==> src/rtl/sevenseg_scan_driver.sv <==
// sevenseg_scan_driver
// Time-multiplexed driver for a common-anode multi-digit seven-segment display.
// Digits are scanned one at a time at a programmable rate. Digit data is
// double-buffered: loads land in staging and move to the displayed (active)
// copy only at a frame boundary, so a frame never shows a mix of old and new
// values. Per-digit enable, decimal point and leading-zero suppression are
// supported. Segment, dp and anode outputs are registered and active-low.
module sevenseg_scan_driver #(
  parameter int NUM_DIGITS  = 8,
  parameter int REFRESH_DIV = 100000
) (
  input  logic                    clk,
  input  logic                    rst,
  input  logic [4*NUM_DIGITS-1:0] digits_in,
  input  logic [NUM_DIGITS-1:0]   digit_en,
  input  logic [NUM_DIGITS-1:0]   dp_in,
  input  logic                    load,
  input  logic                    lz_en,
  output logic [6:0]              seg,
  output logic                    dp,
  output logic [NUM_DIGITS-1:0]   an,
  output logic                    frame_done
);

  localparam int IW = $clog2(NUM_DIGITS);
  localparam int TW = $clog2(REFRESH_DIV);
  localparam logic [IW-1:0] LAST_IDX  = IW'(NUM_DIGITS - 1);
  localparam logic [TW-1:0] LAST_TICK = TW'(REFRESH_DIV - 1);

  // Refresh timing
  logic [TW-1:0] r_tick;
  logic [IW-1:0] r_idx;
  logic          w_tick_wrap;
  logic          w_boundary;

  // Staging copy, written by load
  logic [4*NUM_DIGITS-1:0] r_stg_digits;
  logic [NUM_DIGITS-1:0]   r_stg_en;
  logic [NUM_DIGITS-1:0]   r_stg_dp;
  logic                    r_pending;

  // Active copy, the only one ever displayed
  logic [4*NUM_DIGITS-1:0] r_act_digits;
  logic [NUM_DIGITS-1:0]   r_act_en;
  logic [NUM_DIGITS-1:0]   r_act_dp;

  // Per-slot display decisions
  logic [NUM_DIGITS-1:0]   w_suppress;
  logic                    w_zero_run;
  logic [NUM_DIGITS-1:0]   w_sel;
  logic [3:0]              w_nib;
  logic                    w_lit;
  logic [6:0]              w_seg_dec;

  // Registered outputs
  logic [6:0]              r_seg;
  logic                    r_dp;
  logic [NUM_DIGITS-1:0]   r_an;

  // Hex to active-low {g,f,e,d,c,b,a}
  function automatic logic [6:0] f_decode(input logic [3:0] nib);
    logic [6:0] s;
    case (nib)
      4'h0:    s = 7'b1000000;
      4'h1:    s = 7'b1111001;
      4'h2:    s = 7'b0100100;
      4'h3:    s = 7'b0110000;
      4'h4:    s = 7'b0011001;
      4'h5:    s = 7'b0010010;
      4'h6:    s = 7'b0000010;
      4'h7:    s = 7'b1111000;
      4'h8:    s = 7'b0000000;
      4'h9:    s = 7'b0010000;
      4'hA:    s = 7'b0001000;
      4'hB:    s = 7'b0000011;
      4'hC:    s = 7'b1000110;
      4'hD:    s = 7'b0100001;
      4'hE:    s = 7'b0000110;
      default: s = 7'b0001110;
    endcase
    return s;
  endfunction

  assign w_tick_wrap = (r_tick == LAST_TICK);
  assign w_boundary  = w_tick_wrap && (r_idx == LAST_IDX);
  // Decoded from reset-cleared registers, so it is low while rst is high
  assign frame_done  = w_boundary;

  // Tick counter and scan index; idx steps once per tick wrap
  always_ff @(posedge clk or posedge rst) begin
    if (rst) begin
      r_tick <= '0;
      r_idx  <= '0;
    end else if (w_tick_wrap) begin
      r_tick <= '0;
      r_idx  <= w_boundary ? '0 : r_idx + IW'(1);
    end else begin
      r_tick <= r_tick + TW'(1);
    end
  end

  // Staging capture and frame-boundary transfer into the active copy.
  // A load on the boundary cycle goes straight to active and leaves
  // nothing pending.
  always_ff @(posedge clk or posedge rst) begin
    if (rst) begin
      r_stg_digits <= '0;
      r_stg_en     <= '0;
      r_stg_dp     <= '0;
      r_pending    <= 1'b0;
      r_act_digits <= '0;
      r_act_en     <= '0;
      r_act_dp     <= '0;
    end else begin
      if (load) begin
        r_stg_digits <= digits_in;
        r_stg_en     <= digit_en;
        r_stg_dp     <= dp_in;
      end
      if (load && w_boundary) begin
        r_act_digits <= digits_in;
        r_act_en     <= digit_en;
        r_act_dp     <= dp_in;
        r_pending    <= 1'b0;
      end else if (load) begin
        r_pending    <= 1'b1;
      end else if (w_boundary && r_pending) begin
        r_act_digits <= r_stg_digits;
        r_act_en     <= r_stg_en;
        r_act_dp     <= r_stg_dp;
        r_pending    <= 1'b0;
      end
    end
  end

  // Leading-zero mask: walk from the top digit down, suppressing while every
  // digit at or above the current one is zero; digit 0 is always kept
  always_comb begin
    w_suppress = '0;
    w_zero_run = 1'b1;
    for (int unsigned i = 0; i < NUM_DIGITS; i++) begin
      w_zero_run = w_zero_run & (r_act_digits[4*(NUM_DIGITS-1-i) +: 4] == 4'h0);
      if (i != NUM_DIGITS - 1) begin
        w_suppress[NUM_DIGITS-1-i] = w_zero_run & lz_en;
      end
    end
  end

  // One-hot anode selection for the current scan index
  always_comb begin
    w_sel = '0;
    for (int unsigned k = 0; k < NUM_DIGITS; k++) begin
      w_sel[k] = (r_idx == IW'(k));
    end
  end

  assign w_nib     = r_act_digits[4*r_idx +: 4];
  assign w_lit     = r_act_en[r_idx] & ~w_suppress[r_idx];
  assign w_seg_dec = f_decode(w_nib);

  // Output register: lit slot drives one anode low, blank slot drives none
  always_ff @(posedge clk or posedge rst) begin
    if (rst) begin
      r_an  <= '1;
      r_seg <= '1;
      r_dp  <= 1'b1;
    end else if (w_lit) begin
      r_an  <= ~w_sel;
      r_seg <= w_seg_dec;
      r_dp  <= ~r_act_dp[r_idx];
    end else begin
      r_an  <= '1;
      r_seg <= '1;
      r_dp  <= 1'b1;
    end
  end

  assign an  = r_an;
  assign seg = r_seg;
  assign dp  = r_dp;

endmodule

==> config.mk <==
export PLATFORM = sky130hd
export DESIGN_NAME = sevenseg_scan_driver
export DESIGN_NICKNAME = d
export VERILOG_FILES = /design/src/rtl/sevenseg_scan_driver.sv
export SDC_FILE = /design/constraint.sdc
export NUM_CORES = 1
export LEC_CHECK = 0
export BUFFER_PORTS_ARGS = -buffer_cell sky130_fd_sc_hd__buf_2
export CAP_MARGIN = 20
export CORE_ASPECT_RATIO = 2
export CORE_UTILIZATION = 60
export CTS_CLUSTER_DIAMETER = 30
export DETAILED_ROUTE_END_ITERATION = 12
export PLACE_DENSITY = 0.88
export SYNTH_ARGS = -nofsm -noshare
export SYNTH_HDL_FRONTEND = slang
export SYNTH_SLANG_ARGS = --single-unit
==> constraint.sdc <==
create_clock -name clk -period 6.65 [get_ports clk]
set_input_delay 0.665 -clock clk [delete_from_list [all_inputs] [get_ports clk]]
set_output_delay 0.665 -clock clk [all_outputs]
set_load 0.01 [all_outputs]
**Word-level counts from Yosys, hierarchy flattened**

Memories as Yosys holds them, arrays and structs flattened.
Cells that the tools add are included.
W data, S select, Z words.

- Add/sub/neg operators: 2
- $mul: 0
- Divide/modulo/power cells: 0
- Magnitude comparators: 1
- Equality and inequality tests: 9
- Shifts and indexed selects: 1
- Multiplexer cells: 23
- Bitwise operators: 17
- Reduce and logical (&&, ||, !) cells: 14

Operators by type and width:

| kind | number |
|---|---|
| $mux W32 | 3 |
| $mux W8 | 7 |
| $shiftx A32 B6 Y4 | 1 |
| $logic_not A4 Y1 | 7 |
| $add A17 B1 Y17 const B | 1 |
| $eq A17 B17 Y1 const B | 1 |
| $mux W17 | 1 |
| $and A1 B1 Y1 | 14 |
| $eq A3 B3 Y1 const B | 4 |
| $bmux W1 S3 | 3 |
| $not A8 Y8 | 1 |
| $mux W1 | 7 |
| $mux W7 | 1 |
| $eq A3 B2 Y1 const B | 2 |
| $lt A3 B4 Y1 const B | 1 |
| $add A3 B1 Y3 const B | 1 |
| $eq A3 B1 Y1 const B | 1 |
| $logic_and A1 B1 Y1 | 3 |
| $logic_not A3 Y1 | 1 |
| $mux W3 | 1 |
| $reduce_bool A3 Y1 | 1 |
| $ne A2 B1 Y1 const B | 1 |
| $not A1 Y1 | 2 |
| $reduce_and A2 Y1 | 1 |
| $reduce_bool A2 Y1 | 1 |

- Flip-flop bits (word level): 133
- Latch bits: 0
- Memory bits (writable): 0
- Bits in read-only memories: 112
- Bits of input ports: 52
- Output and inout port bits: 17
- Logic and storage cells: 80
- Memories kept: 1

Memories:

| memory | words | width | rd ports | clocked after Yosys merged registers in | write ports | line | source |
|---|---|---|---|---|---|---|---|
| (no name shown) | 16 | 7 | 1 | 0 | 0 | 63 | `case (nib)` |

**Depth between registers and ports, before layout**

- Depth after elaboration: 13
- Gate-level depth with buffers: 9
- Gate-level depth less buffers: 7

**Worst setup path before layout**

Ideal clock, no wire load.

- Path type: flip-flop to flip-flop
- Start point: register r_idx[1]
- End point: register r_seg[3], in the netlist seg[3]
- Arrival: 2.156 ns
- Path slack: 4.397 ns
- Cell stages (with the launch flop): 9
- Path buffers: 1
- Period minus slack after synthesis: 2.253 ns
- Cells stage by stage: dfrtp_1 > buf_6 > mux4_1 > mux2i_1 > inv_1 > ha_1 > and2_1 > a211oi_1 > o21ai_1

- Word-level cells in the longest chain between the ends: 5
- Elaborated cells on any way between the ends: 9
- Those cells by class: shift: 1; mux: 5; bitwise: 2; memory: 1

Ends and longest elaborated chain:

| element | line | source |
|---|---|---|
| from (decl) | 32 | `logic [IW-1:0] r_idx;` |
| from (signal assigned) | 96 | `r_idx <= w_boundary ? '0 : r_idx + IW'(1);` |
| branches (longest 4 deep; another with $mem_v2 Z16 W7) | -- |  |
| $mux W7 (*) | 167 | `end else if (w_lit) begin` |
| to (signal assigned) | 169 | `r_seg <= w_seg_dec;` |
| to (decl) | 56 | `logic [6:0] r_seg;` |

Mark *: on every way between the ends. The select of a mux whose other input is x is not followed.
A chain may end at the register's enable or synchronous reset.

**Worst setup path in the final report**

- Start point: register r_tick[0]
- End point: output frame_done

- Word-level cells in the longest chain between the ends: 2

Ends and longest elaborated chain:

| element | line | source |
|---|---|---|
| from (decl) | 31 | `logic [TW-1:0] r_tick;` |
| from (signal assigned) | 98 | `r_tick <= r_tick + TW'(1);` |
| $eq A17 B17 Y1 | 84 | `assign w_tick_wrap = (r_tick == LAST_TICK);` |
| $logic_and A1 B1 Y1 | 85 | `assign w_boundary = w_tick_wrap && (r_idx == LAST_IDX);` |
| to (decl) | 22 | `output logic frame_done` |

No other way between the ends.

==> results.py <==
metrics = {
    "logic_synthesis": {
        "ys_ff_latch": 133,
        "synth_flop_cell": "dfrtp_1",
        "netlist_area_sq_um": 5816,
        "avgSynthCellArea_sq_um": 14.15,
        "yosysMostFrequentCell": "dfrtp_1",
        "synth.top_cells.by_count": "dfrtp_1, mux2_2, nand2_1",
        "synth_edf_count": 0,
        "yosys.area.top_type": "dfrtp_1",
        "synthArstFlopShare_pct": 100.0,
        "yosys_warnings": 0,
        "ys_seq_area_share_pct": 57.57,
        "syn_nets": 476,
        "synth.distinct_cells": 44,
        "synth_area_leaders": "dfrtp_1, mux2_2, dfstp_2, mux2_1, ha_1",
        "netlist_instances": 411,
        "netlist.area_leader.share_pct": 50.34,
    },
    "setup_path": {
        "worstSetupStartpointType": "flip-flop",
        "end_kind": "output port",
        "critPathKind": "reg2out",
        "worstPathRequired_ns": 5.98,
        "cp.arrival_ns": 2.67,
        "path_max_fanout": 16,
        "worst_r2r_path_depth": 7,
    },
    "die": {
        "dieArea_sq_um": 10110,
        "io-pin-count": 69,
        "rows": 50,
        "coreArea_sq_um": 9384,
        "die_w_um": 71.62,
        "initial_core_util_pct": 61.97,
        "fp.dieH_um": 141.2,
    },
    "global_route": {
        "grt_overflow": 0,
        "grt_pass1_vias": 3879,
        "antenna_found_initial": 0,
        "grt_max_degree": 81,
        "grt_pass1_wl_um": 19490,
        "track_usage_pct": 26.27,
    },
    "timing": {
        "period_share_pct": 50.10,
        "tns_ns": 0,
        "period_minus_slack_ns": 3.332,
        "max_freq_ghz": 0.3002,
        "grt_setup_unrepaired": "no",
        "worst_slew_pin_slew_ns": 1.091,
        "final_hold_viol_count": 0,
        "finalSetupViolations": 0,
        "slew_headroom_pct": 27.29,
        "maxSlewViolCount": 0,
        "final.setup_skew_ns": 0.008230,
    },
    "layout": {
        "regArea_sq_um": 3348,
        "fillers": 570,
        "fin_area_sq_um": 6774,
        "finish.utilization_pct": 72.19,
        "drive_gt1_share_pct": 41.65,
        "stdcell_count": 601,
        "syn2layout_area_growth_pct": 16.48,
        "nets": 549,
        "multiInputGateArea_sq_um": 2344,
        "diodes": 0,
    },
    "route": {
        "routed_wl_um": 11850,
        "drc": 0,
        "dr.pass1.iters": 4,
        "ant_nets": 0,
        "wl_per_cell_um": 19.71,
        "drt_iter0_markers": 165,
        "vias": 3596,
        "vias_per_cell": 5.983,
    },
    "clocking": {
        "ctsRootBufferMaster": "clkbuf_16",
        "cts_buffers": 17,
        "cts_sinks": 133,
        "cts-resized-gates": 0,
        "post-cts-setup-buffers": 0,
        "cts_tree": "yes",
        "path_clk_slew_ns": 0.06,
        "insertion_delay_ns": 0.42,
        "cts_max_path_buffers": 2,
        "holdBufCountCts": 0,
        "cts_max_level": 4,
    },
    "flow_run": {
        "drv_cap": 0,
    },
    "power_and_ir_drop": {
        "ir_worst_vdd_mv": 0.2118,
        "powerDensity_nw_per_um2": 267.0,
        "p_leak_nw": 3.177,
    },
    "place": {
        "numPortBuffers": 68,
        "placedCellCount": 569,
        "hpwl_um": 8002,
        "finalWeightedCongestion": 0.8153,
        "placed_cell_area_sq_um": 6212,
    },
    "outcome": {
        "status": "finished, final reports clean",
    },
    "min_path": {
        "hold_path_class": "in2async",
    },
}
-- metal layers --
| metal | global-route usage, % | vias to the layer above | part of all wire, % |
|---|---|---|---|
| met5 | 0 | - | 0 |
| met4 | 17.23 | 0 | 4.8 |
| met3 | 6.505 | 42 | 4.1 |
| met2 | 44.49 | 120 | 55 |
| met1 | 28.64 | 1818 | 36 |
| li1 | - | 1616 | - |
-- cells by family (layout without fill, tap and decap cells) --
group / Yosys count / count (layout) / share of synthesized area [%]
flops: 133 / 133 / 57.57
mux: 113 / 113 / 24.85
simple gates: 90 / 90 / 7.595
compound gates: 24 / 24 / 2.797
buf+inv: 24 / 110 / 2.280
xor+xnor: 14 / 14 / 2.108
fa+ha+maj: 13 / 13 / 2.797
-- cell usage in the layout (no fill, tap or decap), types with 3 or more instances in the layout --
| cell type | count |
|---|---|
| clkinv_2 | 3 |
| a21oi_1 | 5 |
| o211ai_1 | 3 |
| mux2i_1 | 3 |
| nor4_1 | 7 |
| inv_1 | 5 |
| nand3_1 | 9 |
| xnor2_1 | 9 |
| nand4_1 | 5 |
| dfrtp_1 | 117 |
| o221ai_1 | 3 |
| xor2_1 | 5 |
| dfstp_2 | 16 |
| ha_1 | 13 |
| nand2_1 | 32 |
| o21ai_0 | 4 |
| mux4_1 | 5 |
| mux2_2 | 76 |
| and2_1 | 5 |
| mux2_1 | 20 |
| nor3_1 | 4 |
| buf_2 | 68 |
| nor2_1 | 16 |
| clkbuf_16 | 17 |
| and3_1 | 4 |
| clkinvlp_4 | 4 |
| mux4_2 | 7 |
-- through the flow --
| stage | hold WS, ns | power (mW) | setup slack (ns) |
|---|---|---|---|
| after CTS | 0.4838 | 1.822 | 3.318 |
| final | 0.4694 | 1.808 | 3.318 |
| after detailed placement | 0.4762 | 0.9442 | 3.497 |
| after global placement | 0.4649 | 0.9395 | 3.605 |
| after floorplan | 0.4498 | 0.9097 | 2.457 |
| after global routing | 0.5007 | 1.867 | 3.157 |
-- critical path: stages (launching register included) --
cell and delay (ns):
dfrtp_1 0.39, ha_1 0.23, and4_1 0.31, nand2_1 0.14, nor2_1 0.75, and2_1 0.28, buf_2 0.14
-- registers in the layout (all words and copies together) (netlist names) --
register      cells
an                8
r_act_dp          8
r_stg_digits     32
r_act_digits     32
r_pending         1
seg               7
r_stg_dp          8
r_idx             3
dp                1
r_stg_en          8
r_tick           17
r_act_en          8
-- power breakdown --
group          internal, mW  leakage [nW]  switching [mW]  total (mW)
registers             0.839          1.67         0.00757       0.847
logic                0.0383          1.24          0.0447      0.0830
clock network         0.534         0.266           0.345       0.879
total                  1.41          3.18           0.397        1.81
-- final cells by class --
| class | count | share of cell area, % |
|---|---|---|
| clock buffer | 21 | 6.797 |
| clock inverter | 11 | 1.496 |
| inverter | 8 | 0.5172 |
| multi-input combinational | 254 | 34.60 |
| sequential | 133 | 49.43 |
| tap | 104 | 1.921 |
| timing repair buffer | 70 | 5.246 |
-- path summary, 6_finish.rpt --
path                                 from               to  slack [ns]
worst min register to register  r_tick[4]        r_tick[4]        0.49
worst min-delay path                  rst      r_stg_en[2]        0.47
worst max-delay path            r_tick[0]       frame_done        3.32
min in group clk                r_tick[4]        r_tick[4]        0.49
worst max register to register   r_idx[1]           seg[3]        3.56
max in group asynchronous             rst  r_act_digits[9]        4.94
Note: power is estimated with default switching activity, not from simulation.
